File: src/rtl/eth_rx_parser.sv
// eth_rx_parser: receive side of the Galapagos Ethernet link.
// Parses the 16-byte header carried in the first two 64-bit beats of each
// frame, filters on destination MAC and ethertype, and forwards the payload
// beats through a single output register. The kernel dest ID and source MAC
// are forwarded as sideband meta. Rejected frames are drained.
//
// Ports:
//   aclk, aresetn            clock, asynchronous active-low reset
//   stream_in_*              raw frame AXI-stream (DATA/KEEP/LAST/VALID/READY)
//   stream_out_*             payload AXI-stream (DATA/KEEP/LAST/VALID/READY)
//   out_dest, out_src_mac    meta for the frame currently on stream_out
//   frames_ok/frames_dropped frame statistics, wrapping counters
//   dbg_state_o              current parser state (HDR0=0 HDR1=1 PAYLOAD=2 DROP=3)
//
// Handshake: a beat transfers on a rising edge where VALID and READY are both
// high. A source holds DATA/KEEP/LAST stable while VALID is high and READY is
// low, and it does not drop VALID before the transfer.
module eth_rx_parser #(
  parameter logic [47:0] MAC_ADDR     = 48'hfa163e55ca02,
  parameter logic [15:0] ETHERTYPE    = 16'h7400,
  parameter bit          ACCEPT_BCAST = 1'b1,
  parameter int          CNT_W        = 32
) (
  input  logic             aclk,
  input  logic             aresetn,
  input  logic [63:0]      stream_in_DATA,
  input  logic [7:0]       stream_in_KEEP,
  input  logic             stream_in_LAST,
  input  logic             stream_in_VALID,
  output logic             stream_in_READY,
  output logic [63:0]      stream_out_DATA,
  output logic [7:0]       stream_out_KEEP,
  output logic             stream_out_LAST,
  output logic             stream_out_VALID,
  input  logic             stream_out_READY,
  output logic [7:0]       out_dest,
  output logic [47:0]      out_src_mac,
  output logic [CNT_W-1:0] frames_ok,
  output logic [CNT_W-1:0] frames_dropped,
  output logic [1:0]       dbg_state_o
);

  typedef enum logic [1:0] {S_HDR0 = 2'd0, S_HDR1 = 2'd1, S_PAYLOAD = 2'd2, S_DROP = 2'd3} state_e;

  state_e state_q, state_d;
  logic   in_ready;
  logic   in_fire, push, pop;

  logic             match_q, match_d;
  logic [15:0]      src_hi_q, src_hi_d;
  logic [7:0]       dest_q, dest_d;
  logic [47:0]      src_q, src_d;
  logic [63:0]      data_q, data_d;
  logic [7:0]       keep_q, keep_d;
  logic             last_q, last_d;
  logic             valid_q, valid_d;
  logic [CNT_W-1:0] ok_q, ok_d, drop_q, drop_d;

  // Header fields; wire byte 0 sits in lane 0 and is the MSB of a MAC.
  logic [47:0] b0_dst;
  logic [15:0] b0_src_hi;
  logic [31:0] b1_src_lo;
  logic [15:0] b1_type;
  logic [7:0]  b1_dest;
  logic        dst_hit;

  assign b0_dst    = {stream_in_DATA[7:0], stream_in_DATA[15:8], stream_in_DATA[23:16],
                      stream_in_DATA[31:24], stream_in_DATA[39:32], stream_in_DATA[47:40]};
  assign b0_src_hi = {stream_in_DATA[55:48], stream_in_DATA[63:56]};
  assign b1_src_lo = {stream_in_DATA[7:0], stream_in_DATA[15:8], stream_in_DATA[23:16],
                      stream_in_DATA[31:24]};
  assign b1_type   = {stream_in_DATA[39:32], stream_in_DATA[47:40]};
  assign b1_dest   = stream_in_DATA[55:48];
  assign dst_hit   = (b0_dst == MAC_ADDR) || (ACCEPT_BCAST && (b0_dst == 48'hffffffffffff));

  assign in_fire = stream_in_VALID & in_ready;
  assign push    = in_fire & (state_q == S_PAYLOAD);
  assign pop     = valid_q & stream_out_READY;

  // State register
  always_ff @(posedge aclk or negedge aresetn) begin
    if (!aresetn) state_q <= S_HDR0;
    else          state_q <= state_d;
  end

  // Next-state logic
  always_comb begin
    state_d = state_q;
    if (in_fire) begin
      case (state_q)
        S_HDR0:    if (!stream_in_LAST) state_d = S_HDR1;
        S_HDR1: begin
          if (stream_in_LAST)                          state_d = S_HDR0;
          else if (match_q && (b1_type == ETHERTYPE)) state_d = S_PAYLOAD;
          else                                         state_d = S_DROP;
        end
        S_PAYLOAD: if (stream_in_LAST) state_d = S_HDR0;
        S_DROP:    if (stream_in_LAST) state_d = S_HDR0;
        default:   state_d = S_HDR0;
      endcase
    end
  end

  // Output logic. HDR1 waits for an empty output register so the meta of the
  // previous frame stays put until its last beat has left.
  always_comb begin
    in_ready = 1'b0;
    case (state_q)
      S_HDR0:    in_ready = 1'b1;
      S_HDR1:    in_ready = ~valid_q;
      S_PAYLOAD: in_ready = ~valid_q | stream_out_READY;
      S_DROP:    in_ready = 1'b1;
      default:   in_ready = 1'b0;
    endcase
    // Held low for the whole time reset is asserted, not just until the edge.
    in_ready = in_ready & aresetn;
  end

  // Datapath next-state
  always_comb begin
    match_d  = match_q;
    src_hi_d = src_hi_q;
    dest_d   = dest_q;
    src_d    = src_q;
    data_d   = data_q;
    keep_d   = keep_q;
    last_d   = last_q;
    valid_d  = valid_q;
    ok_d     = ok_q;
    drop_d   = drop_q;

    if (in_fire && state_q == S_HDR0) begin
      match_d  = dst_hit;
      src_hi_d = b0_src_hi;
    end
    if (in_fire && state_q == S_HDR1 && !stream_in_LAST &&
        match_q && (b1_type == ETHERTYPE)) begin
      dest_d = b1_dest;
      src_d  = {src_hi_q, b1_src_lo};
    end

    if (push) begin
      data_d  = stream_in_DATA;
      keep_d  = stream_in_KEEP;
      last_d  = stream_in_LAST;
      valid_d = 1'b1;
    end else if (pop) begin
      valid_d = 1'b0;
    end

    if (in_fire && stream_in_LAST) begin
      if (state_q == S_PAYLOAD) ok_d   = ok_q + CNT_W'(1);
      else                      drop_d = drop_q + CNT_W'(1);
    end
  end

  always_ff @(posedge aclk or negedge aresetn) begin
    if (!aresetn) begin
      match_q  <= 1'b0;
      src_hi_q <= '0;
      dest_q   <= '0;
      src_q    <= '0;
      data_q   <= '0;
      keep_q   <= '0;
      last_q   <= 1'b0;
      valid_q  <= 1'b0;
      ok_q     <= '0;
      drop_q   <= '0;
    end else begin
      match_q  <= match_d;
      src_hi_q <= src_hi_d;
      dest_q   <= dest_d;
      src_q    <= src_d;
      data_q   <= data_d;
      keep_q   <= keep_d;
      last_q   <= last_d;
      valid_q  <= valid_d;
      ok_q     <= ok_d;
      drop_q   <= drop_d;
    end
  end

  assign stream_in_READY  = in_ready;
  assign stream_out_DATA  = data_q;
  assign stream_out_KEEP  = keep_q;
  assign stream_out_LAST  = last_q;
  assign stream_out_VALID = valid_q;
  assign out_dest         = dest_q;
  assign out_src_mac      = src_q;
  assign frames_ok        = ok_q;
  assign frames_dropped   = drop_q;
  assign dbg_state_o      = state_q;

endmodule

File: config.mk
export PLATFORM = sky130hd
export DESIGN_NAME = eth_rx_parser
export DESIGN_NICKNAME = d
export VERILOG_FILES = /design/src/rtl/eth_rx_parser.sv
export SDC_FILE = /design/constraint.sdc
export NUM_CORES = 1
export LEC_CHECK = 0
export BUFFER_PORTS_ARGS = -buffer_cell sky130_fd_sc_hd__buf_2
export CORE_MARGIN = 8
export CORE_UTILIZATION = 47
export DETAILED_ROUTE_END_ITERATION = 8
export HOLD_SLACK_MARGIN = 0.08
export MAX_ROUTING_LAYER = met4
export PLACE_DENSITY = 0.74
export SLEW_MARGIN = 5
export SYNTH_ARGS = -nofsm -noshare
export SYNTH_HDL_FRONTEND = slang
export SYNTH_SLANG_ARGS = --single-unit
File: constraint.sdc
create_clock -name aclk -period 2.6 [get_ports aclk]
set_clock_uncertainty 0.05 [all_clocks]
set_input_delay 0.13 -clock aclk [delete_from_list [all_inputs] [get_ports aclk]]
set_output_delay 0.13 -clock aclk [all_outputs]
set_load 0.02 [all_outputs]
==> impl_metrics.toml <==
[timing]
tightest_slew_ns = 0.942
finalSetupViolations = 0
min_period_over_period = 0.916
finalCriticalPeriod_ns = 2.38
fmax_mhz = 420
hold-worst-slack_ns = 0.290
rsz0062_at_grt = "no"
finalHoldViolCount = 0
slew_violations = 0
tns_ns = 0
max-slew-margin-rel = 0.372

[drt]
drc = 0
via_per_inst = 5.25
ant_nets = 0
post_drt_wl_per_cell_um = 19.6
dr.pass1.iters = 4
dr.first_iter.drc_count = 205
dr_total_vias = 6633
wl_mm = 24.8

[cts]
cts-htree-levels = 1
post_cts_buffers = 0
cts_tree = "done"
cts_root_buf = "clkbuf_16"
path_clk_slew_ns = 0.06
clockBufferDepth = 3
cts_buffers = 23
clk_latency_ns = 0.50
cts.sinks = 213

[logic_synthesis]
synthCells = 646
synth_cell_types = 33
synth-edff-count = 0
synth_warnings = 0
syn-num-nets = 730
synth_area_leaders = "dfrtp_1 61%, mux2_2 14%, mux2_1 5.1%"
synth_top_cell_by_area = "dfrtp_1"
netlist_area_um2 = 8790
syn_area_per_cell_um2 = 13.6
yosysTopAreaCellShare = 0.606
seq_area_frac_synth = 0.606
synth_seq_cells = 213
async_flop_share = 1.00
ys.flop_type = "dfrtp_1"

[setup_path]
critPathSlowestCell = "dfrtp_1"
end_kind = "register"
critPathKind = "register to register"
arrival_ns = 2.71
cp_max_fo = 34
required_ns = 2.93
slowest_delay_ns = 0.41
cp_cell_sequence = "inv_1 -> ha_1 -> nand2b_1 -> or3_1 -> nor4_2 -> nand2_2 -> buf_6 -> mux2_1"
critPathLaunchType = "register"

[final_layout]
diodes = 0
design_area_um2 = 12000
fin_nets = 1097
fill_cells = 1359
final_common_cell = "buf_2"
layout_common_cells = "272 x buf_2, 213 x dfrtp_1, 106 x mux2_2"
layout-drive-gt1-share = 0.424
synthToLayoutAreaGrowth_pct = 36.8

[floorplanning]
die_h_um = 153
num_rows = 50
io_pins = 274
initial_core_util = 0.475
coreArea_um2 = 18500
die_area_um2 = 23300
die_w_um = 153

[placed_design]
portBuffers = 273
gp_congestion = 0.814
post_dp_cell_area_um2 = 10500
hpwl_mm = 17.1

[power]
netSwitchingPower_mw = 3.35
powerDensity_nw_per_um2 = 881
combPwrFrac = 0.266
pwr-share-seq = 0.416
peakVddDrop_mv = 0.659
leakage_nw = 6.35
pwr-share-clk = 0.317
power_switching_share = 0.317
intPower_mw = 7.24

[grt]
gr-usage-all-layers = 0.214
grt_pass1_wl_mm = 39.7
grt_pass1_vias = 7226
grt_max_degree = 119
overflow = 0
antenna_found_initial = 0

[job]
max_cap_viol_count = 0

[worst_hold_path]
hold_path_class = "input pin to asynchronous set/reset pin"

[status]
outcome = "completed"
[area by class of cell]
cell class,instances,area (µm²),area share
clock buffer,31,646,0.0537
timing repair buffer,364,2280,0.189
sequential,213,5330,0.443
clock inverter,11,136,0.0113
multi-input combinational,402,3310,0.276
inverter,9,33.8,0.00281
tap,234,293,0.0243
[routing by layer]
metal	GRT usage	vias up	routed length, µm
met5	-	-	0
met4	0.0528	0	469
met3	0.0624	36	2040
met2	0.355	260	11900
met1	0.255	3288	10400
li1	-	3049	-
[stage by stage]
step | cells | utilization | setup WS (ns) | power [mW]
CTS | 1264 | 0.649 | 0.0393 | 10.7
finish | 1264 | 0.650 | 0.218 | 10.6
global placement | 1146 | 0.566 | 0.137 | 7.06
global route | 1264 | 0.650 | 0.0626 | 11.1
detailed placement | 1146 | 0.566 | 0.0533 | 7.16
floorplan | 646 | - | 0.185 | 6.03
[worst max-delay path, delay by kind of cell, from the launching register on]
kind	cells	cell delay, ns
DFF	1	0.41
and+or+nand+nor	4	0.84
buffers and inverters	2	0.35
muxes	1	0.38
adders and majority gates	1	0.19
[cells by family (layout without fill, tap and decap cells)]
group | count (synthesis) | in the layout | share of synthesized area
AO/OA/AOI/OAI | 8 | 8 | 0.00583
XOR/XNOR | 62 | 62 | 0.0617
adder cells (fa/ha/maj) | 7 | 7 | 0.00996
buffers and inverters | 31 | 415 | 0.0185
flip-flops | 213 | 213 | 0.606
multiplexers | 147 | 147 | 0.188
AND/OR/NAND/NOR | 178 | 178 | 0.110
[state kept, by name, indices dropped and copies added, names as in the netlist]
signal,cells
match_q,1
src_hi_q,16
stream_out_KEEP,8
stream_out_LAST,1
out_src_mac,48
frames_ok,32
out_dest,8
frames_dropped,32
stream_out_DATA,64
dbg_state_o,2
stream_out_VALID,1
[power by group through the flow]
stage | logic [mW] | registers (mW) | clock network, mW
after global placement | 2.67 | 4.39 | 0
after CTS | 2.82 | 4.39 | 3.45
final | 2.82 | 4.41 | 3.36
after detailed placement | 2.72 | 4.44 | 0
after floorplan | 0.897 | 5.13 | 0
after global routing | 3.02 | 4.49 | 3.54
[cells in the mapped netlist, drive strengths merged, types with 4 or more instances]
cell	n
and2	4
and3	14
and4	4
buf	15
clkbuf	7
dfrtp	213
ha	7
inv	9
mux2	146
nand2	32
nand3	25
nand4	32
nor2	12
nor3	25
nor4	17
o21ai	4
or3	4
xnor2	36
xor2	26
[worst paths after layout]
path                                                   to  depth (start not counted)  slack, ns                            from
min                         frames_dropped[3]$_DFFE_PN0P_                          3       0.29                         aresetn
max reg2reg                   out_src_mac[10]$_DFFE_PN0P_                          8       0.22      dbg_state_o[1]$_DFFE_PN0P_
min in group aclk            stream_out_VALID$_DFFE_PN0P_                          3       0.34                stream_out_READY
max                           out_src_mac[10]$_DFFE_PN0P_                          8       0.22      dbg_state_o[1]$_DFFE_PN0P_
max in group asynchronous   frames_dropped[8]$_DFFE_PN0P_                          3       1.04                         aresetn
min reg2reg                frames_dropped[31]$_DFFE_PN0P_                          1       0.41  frames_dropped[31]$_DFFE_PN0P_
[timing repair]
action	CTS	global route
endpoints found under the hold margin	350	0
resized for setup	0	2
hold buffers	76	0
endpoints found under the setup margin	0	34
(Power assumes the default switching activity.)
